--- src/rtl/clk_gate_sched_pkg.sv ---
// Shared state encoding and counter widths for the clock-gate scheduler.
package clk_gate_pkg;

   localparam int unsigned WAKE_W = 4;
   localparam int unsigned IDLE_W = 8;

   typedef enum logic [1:0] {
      OFF   = 2'd0,
      WAKE  = 2'd1,
      ON    = 2'd2,
      DRAIN = 2'd3
   } cg_state_t;

   // Width needed to count 0..n enabled domains.
   function automatic int unsigned cnt_width(input int unsigned n);
      return $clog2(n + 1);
   endfunction

endpackage

--- src/rtl/clk_gate_sched_if.sv ---
// Request/acknowledge bundle between the gated domains and the scheduler.
interface clk_gate_sched_if #(
   parameter int unsigned N = 4
);
   import clk_gate_pkg::*;

   localparam int unsigned CNT_W = cnt_width(N);

   logic [N-1:0]     REQ;
   logic [N-1:0]     BUSY;
   logic [N-1:0]     GEN;
   logic [N-1:0]     ACK;
   logic [CNT_W-1:0] ON_CNT;

   modport master (
      output REQ,
      output BUSY,
      input  GEN,
      input  ACK,
      input  ON_CNT
   );

   modport slave (
      input  REQ,
      input  BUSY,
      output GEN,
      output ACK,
      output ON_CNT
   );

endinterface

--- src/rtl/clk_gate_sched_chan.sv ---
// Per-domain gate controller: OFF/WAKE/ON/DRAIN sequencing with wake and idle timers.
module clk_gate_chan
   import clk_gate_pkg::*;
#(
   parameter int unsigned WAKE_CYC = 2,
   parameter int unsigned IDLE_CYC = 16
) (
   input  logic clk,
   input  logic rst_n,
   input  logic req,
   input  logic busy,
   input  logic grant,
   output logic gen,
   output logic ack,
   output logic off_c,
   output logic gen_nxt_c
);

   cg_state_t         state, state_nxt;
   logic [WAKE_W-1:0] wake_cnt, wake_nxt;
   logic [IDLE_W-1:0] idle_cnt, idle_nxt;

   always_ff @(posedge clk) begin
      if (!rst_n) begin
         state    <= OFF;
         wake_cnt <= '0;
         idle_cnt <= '0;
         gen      <= 1'b0;
         ack      <= 1'b0;
      end else begin
         state    <= state_nxt;
         wake_cnt <= wake_nxt;
         idle_cnt <= idle_nxt;
         gen      <= (state_nxt != OFF);
         ack      <= (state_nxt == ON);
      end
   end

   // Next-state: wake timer counts from grant; idle timer counts quiet cycles in DRAIN.
   always_comb begin
      state_nxt = state;
      wake_nxt  = wake_cnt;
      idle_nxt  = idle_cnt;
      case (state)
         OFF: begin
            if (grant) begin
               state_nxt = WAKE;
               wake_nxt  = '0;
            end
         end
         WAKE: begin
            if (wake_cnt == WAKE_W'(WAKE_CYC - 1)) begin
               state_nxt = req ? ON : DRAIN;
               idle_nxt  = '0;
            end else begin
               wake_nxt = wake_cnt + WAKE_W'(1);
            end
         end
         ON: begin
            if (!req) begin
               state_nxt = DRAIN;
               idle_nxt  = '0;
            end
         end
         DRAIN: begin
            if (req) begin
               state_nxt = ON;
            end else if (busy) begin
               idle_nxt = '0;
            end else begin
               idle_nxt = idle_cnt + IDLE_W'(1);
               if (idle_nxt == IDLE_W'(IDLE_CYC)) begin
                  state_nxt = OFF;
               end
            end
         end
         default: state_nxt = OFF;
      endcase
   end

   assign off_c     = (state == OFF);
   assign gen_nxt_c = (state_nxt != OFF);

endmodule

--- src/rtl/clk_gate_sched.sv ---
// Clock-gate scheduler: round-robin grants under a global enabled-gate budget.
module clk_gate_sched
   import clk_gate_pkg::*;
#(
   parameter int unsigned N        = 4,
   parameter int unsigned MAX_ON   = 2,
   parameter int unsigned WAKE_CYC = 2,
   parameter int unsigned IDLE_CYC = 16
) (
   input logic             CLK,
   input logic             R,
   clk_gate_sched_if.slave bus
);

   localparam int unsigned CNT_W = cnt_width(N);
   localparam int unsigned RR_W  = (N > 1) ? $clog2(N) : 1;

   logic [N-1:0]     gen, ack, off_c, gen_nxt_c, grant_c;
   logic [RR_W-1:0]  rr, gidx_c, idx_c;
   logic             found_c, budget_ok_c;
   logic [CNT_W-1:0] on_cnt, on_nxt_c;

   for (genvar i = 0; i < N; i++) begin : g_chan
      clk_gate_chan #(
         .WAKE_CYC (WAKE_CYC),
         .IDLE_CYC (IDLE_CYC)
      ) u_chan (
         .clk       (CLK),
         .rst_n     (R),
         .req       (bus.REQ[i]),
         .busy      (bus.BUSY[i]),
         .grant     (grant_c[i]),
         .gen       (gen[i]),
         .ack       (ack[i]),
         .off_c     (off_c[i]),
         .gen_nxt_c (gen_nxt_c[i])
      );
   end

   // Round-robin search from rr over OFF domains that are requesting.
   always_comb begin
      grant_c     = '0;
      found_c     = 1'b0;
      gidx_c      = '0;
      idx_c       = '0;
      budget_ok_c = (on_cnt < CNT_W'(MAX_ON));
      for (int unsigned i = 0; i < N; i++) begin
         idx_c = RR_W'((32'(rr) + i) % N);
         if (!found_c && off_c[idx_c] && bus.REQ[idx_c]) begin
            found_c = 1'b1;
            gidx_c  = idx_c;
         end
      end
      if (found_c && budget_ok_c) begin
         grant_c[gidx_c] = 1'b1;
      end
   end

   // Count uses next-cycle gate enables so ON_CNT tracks GEN exactly.
   always_comb begin
      on_nxt_c = '0;
      for (int unsigned i = 0; i < N; i++) begin
         on_nxt_c = on_nxt_c + CNT_W'(gen_nxt_c[i]);
      end
   end

   always_ff @(posedge CLK) begin
      if (!R) begin
         rr     <= '0;
         on_cnt <= '0;
      end else begin
         on_cnt <= on_nxt_c;
         if (found_c && budget_ok_c) begin
            rr <= RR_W'((32'(gidx_c) + 32'd1) % N);
         end
      end
   end

   assign bus.GEN    = gen;
   assign bus.ACK    = ack;
   assign bus.ON_CNT = on_cnt;

endmodule

--- src/flat_wrapper.sv ---
// flat-port wrapper written by rule: the top's interface ports become plain ports
module clk_gate_sched_flat import clk_gate_pkg::*;
#(
   parameter int unsigned N        = 4,
   parameter int unsigned MAX_ON   = 2,
   parameter int unsigned WAKE_CYC = 2,
   parameter int unsigned IDLE_CYC = 16
)
  (CLK, R, bus_REQ, bus_BUSY, bus_GEN, bus_ACK, bus_ON_CNT);
  clk_gate_sched_if #(.N(N)) bus_i ();
  input logic CLK;
  input logic R;
  input wire logic [$bits(bus_i.REQ)-1:0] bus_REQ;
  input wire logic [$bits(bus_i.BUSY)-1:0] bus_BUSY;
  output wire logic [$bits(bus_i.GEN)-1:0] bus_GEN;
  output wire logic [$bits(bus_i.ACK)-1:0] bus_ACK;
  output wire logic [$bits(bus_i.ON_CNT)-1:0] bus_ON_CNT;
  assign bus_i.REQ = bus_REQ;
  assign bus_i.BUSY = bus_BUSY;
  assign bus_GEN = bus_i.GEN;
  assign bus_ACK = bus_i.ACK;
  assign bus_ON_CNT = bus_i.ON_CNT;
  clk_gate_sched #(.N(N), .MAX_ON(MAX_ON), .WAKE_CYC(WAKE_CYC), .IDLE_CYC(IDLE_CYC)) u_core (.CLK(CLK), .R(R), .bus(bus_i));
endmodule
--- config.mk ---
export PLATFORM = sky130hd
export DESIGN_NAME = clk_gate_sched_flat
export DESIGN_NICKNAME = d
export VERILOG_FILES = /design/src/rtl/clk_gate_sched_pkg.sv /design/src/rtl/clk_gate_sched_if.sv /design/src/rtl/clk_gate_sched_chan.sv /design/src/rtl/clk_gate_sched.sv /design/src/flat_wrapper.sv
export SDC_FILE = /design/constraint.sdc
export NUM_CORES = 1
export LEC_CHECK = 0
export ABC_AREA = 1
export CAP_MARGIN = 20
export CORE_MARGIN = 1
export CORE_UTILIZATION = 65
export CTS_CLUSTER_SIZE = 20
export DETAILED_ROUTE_END_ITERATION = 10
export PLACE_DENSITY = 0.84
export SYNTH_ARGS = -nofsm -noshare
export SYNTH_HDL_FRONTEND = slang
export SYNTH_SLANG_ARGS = --single-unit
--- constraint.sdc ---
create_clock -name CLK -period 4.8 [get_ports CLK]
set_input_delay 1.44 -clock CLK [delete_from_list [all_inputs] [get_ports CLK]]
set_output_delay 1.44 -clock CLK [all_outputs]
set_load 0.1 [all_outputs]
==> results.tsv <==
metric	value	unit
routabilityCongestion	0.8800	
synth.yosys.seq_area_share	34.50	%
worstPathMaxFanout	7	
seq_power_share	28.6	%
slew_headroom	35.03	%
cts_root_buf	clkbuf_8	
viasPerCell	5.191	
grt_use_total	25.74	%
dieWidth	80.49	um
detail_route.wirelength	7795	um
antenna_found_initial	0	
grt_max_degree	54	
num_vias	3452	
p_sw_share	45.75	%
fmax	0.2443	GHz
dpl.cell_count	649	
path_delay_family	simple AND/OR/NAND/NOR gates	
drv_slew	0	
outcome	completed	
rrSetupSlack	1.48	ns
top_layer_used	met4	
p_per_area	553.1	nW/um^2
nets	610	
utilization	74.70	%
arrival	4.33	ns
pwr-share-clk	21.2	%
htreeDepth	3	
cp_num_buf_inv	6	
drcViolationCount	0	
clkLatencyLatePin	0.34	ns
synthArstFlopShare	0	%
maxCapViolations	0	
criticalPathCategory	input port to flop	
slowest_delay	0.51	ns
report.final.setup_viol	0	
pwr-share-comb	50.2	%
start_util	67.62	%
hold_class	flop to flop	
clkTransAtPathRegs	0.07	ns
hpwl	5893	um
netlist_area	4004	um^2
cts_hold_buffers	0	
power.net_switching	1.119	mW
synth-warning-count	0	
overflow	0	
synthesis.instances	570	
yosys.area_share.simple	34.25	%
path_cells	clkdlybuf4s50_1 -> nand3_1 -> nand2_1 -> nand2_1 -> nand2_1 -> nor2_4 -> nand3_1 -> inv_1 -> nor2_4 -> nand3_2 -> nand2_1 -> inv_1 -> nand2_1 -> ha_1 -> inv_1 -> fa_1 -> inv_1 -> ha_1 -> nand2_1 -> inv_1	
yosys.area_share.adder	4.875	%
synthMuxAreaShare	0	%
slowest_stage	clkdlybuf4s50_1	
post_cts_buffers	0	
startpoint_type	input port	
cts_tree	built	
die_h	80.49	um
dr_wl_met2	3750	um
wl_met1	3674	um
placeableCoreArea	5921	um^2
synth_ff_type	dfxtp_1	
drive_gt1_share	11.36	%
path_common_cell	nand2_1	
cts_repair_resize_count	0	
synth_compound_area_share	10.81	%
grt_pass1_wl	13030	um
firstDrtPassIters	4	
routed-wl-met3	291	um
io_buffer_count	20	
timing.final.ws_setup	0.7066	ns
ant_nets	0	
peakVddDrop	407.8	uV
pre_cts_ws	0.3322	ns
internal_power	1.327	mW
clock-sinks	69	
synth_top_family_by_area	simple AND/OR/NAND/NOR gates	
min_period_over_period	85.28	%
io-pin-count	21	
setup.worst_path.end_class	flop	
post_drt_wl_per_cell	11.72	um
fin_setup_tns	0	ns
finalNonFillerCells	665	
p_leak	1.959	nW
ys_types	39	
drt_iter0_markers	161	
holdWs	0.4803	ns
num_antenna_cells	0	
syn2layout_area_growth	10.47	%
hold_violations	0	
synth.avg_cell_area	7.024	um^2
worst_pin_slew	0.9715	ns
cts-buffers-inserted	9	
skew	0.006104	ns
die_area	6478	um^2
required	5.04	ns
syn_nets	595	
rsz0062_at_grt	no	
rows	28	
cts.path.max_buffers	2	
synth-edff-count	0	
fin_crit	4.093	ns
synth_seq_cells	69	
grt_pass1_vias	3140	
synth-xor-area-share	5.250	%
==> cells in the mapped netlist, types with 2 or more instances <==
cell type  count  area, um^2
nand3_2        9       90.09
nand3_1       43       215.2
o21a_1         4       30.03
nand2_2       13       81.33
o211ai_1       2       15.01
o311ai_0       2       17.52
nor2_4         3       33.78
o21ai_0        2       10.01
nor2_1        55       206.5
nor2_2         4       25.02
inv_1         79       296.5
xor2_1        15       131.4
ha_1          14       175.2
nand3b_1       5       37.54
nand2_1      119       446.7
a21oi_2        2       17.52
buf_4          8       60.06
or2_2         12       75.07
a21oi_1       50       250.2
nand4_1        9       56.30
xnor2_1        9       78.83
clkbuf_1       6       22.52
nor3_1        15       75.07
dfxtp_1       69        1381
o21ai_1        3       15.01
nand2_4        2       22.52
inv_2          3       11.26
a21o_1         2       15.01
==> power groups by stage <==
stage	combinational (mW)	clock [mW]	sequential, mW
final	1.23	0.519	0.699
after global routing	1.37	0.554	0.706
after CTS	1.23	0.530	0.698
after detailed placement	1.23	0	0.710
after global placement	1.19	0	0.710
after floorplan	0.981	0	0.743
==> sequential cells by signal (all words and copies together) (netlist names) <==
name / cells
u_core.bus.ON_CNT: 3
u_core.g_chan.u_chan.wake_cnt: 16
u_core.g_chan.u_chan.ack: 4
u_core.g_chan.u_chan.gen: 4
u_core.g_chan.u_chan.state: 8
u_core.rr: 2
u_core.g_chan.u_chan.idle_cnt: 32
==> cell type report <==
class | count | area [um^2]
clock buffer | 10 | 137.6
timing repair buffer | 20 | 200.2
tap | 75 | 93.84
inverter | 83 | 314.1
sequential | 69 | 1381
fill | 447 | 1498
clock inverter | 6 | 86.33
multi-input combinational | 402 | 2210
==> through the flow <==
stage               total power, mW  cell area (um^2)
finish                        2.446              4423
global route                  2.626              4423
CTS                           2.460              4423
detailed placement            1.943              4199
global placement              1.901              4199
floorplan                     1.724              4004
==> worst min-delay path, delay by kind of cell (launching register included) <==
| family | cells | cell delay [ns] |
|---|---|---|
| AO/OA/AOI/OAI | 1 | 0.06 |
| flip-flops | 1 | 0.32 |
| AND/OR/NAND/NOR | 1 | 0.06 |
==> path summary, 6_finish.rpt <==
check | from | end | cells after the start
setup / recovery | bus_REQ[2] | u_core.bus.ON_CNT[1] | 20
hold / removal | u_core.g_chan[1].u_chan.idle_cnt[7] | u_core.g_chan[1].u_chan.idle_cnt[7] | 2
setup reg to reg | u_core.rr[0] | u_core.bus.ON_CNT[1] | 20
hold reg to reg | u_core.g_chan[1].u_chan.idle_cnt[7] | u_core.g_chan[1].u_chan.idle_cnt[7] | 2
==> cell usage in the layout (no fill, tap or decap), types with 14 or more instances in the layout <==
cell,netlist,final
nor3_1,15,15
inv_1,79,79
nand3_1,43,43
clkdlybuf4s50_1,0,20
a21oi_1,50,50
dfxtp_1,69,69
xor2_1,15,15
ha_1,14,14
nor2_1,55,55
nand2_1,119,119
==> layer usage <==
layer  vias up  track usage, %
li1       1847               -
met4         0           6.429
met2        49           46.69
met5         -               0
met1      1548           29.83
met3         8           6.477
==> cell families (layout without fill, tap and decap cells) <==
family	count (synthesis)	count (layout)
AOI/OAI and AO/OA	73	73
xor gates and xnor gates	24	24
adders and majority gates	15	15
buffers and inverters	99	119
DFF	69	69
and+or+nand+nor	290	290
(Power assumes the default switching activity.)
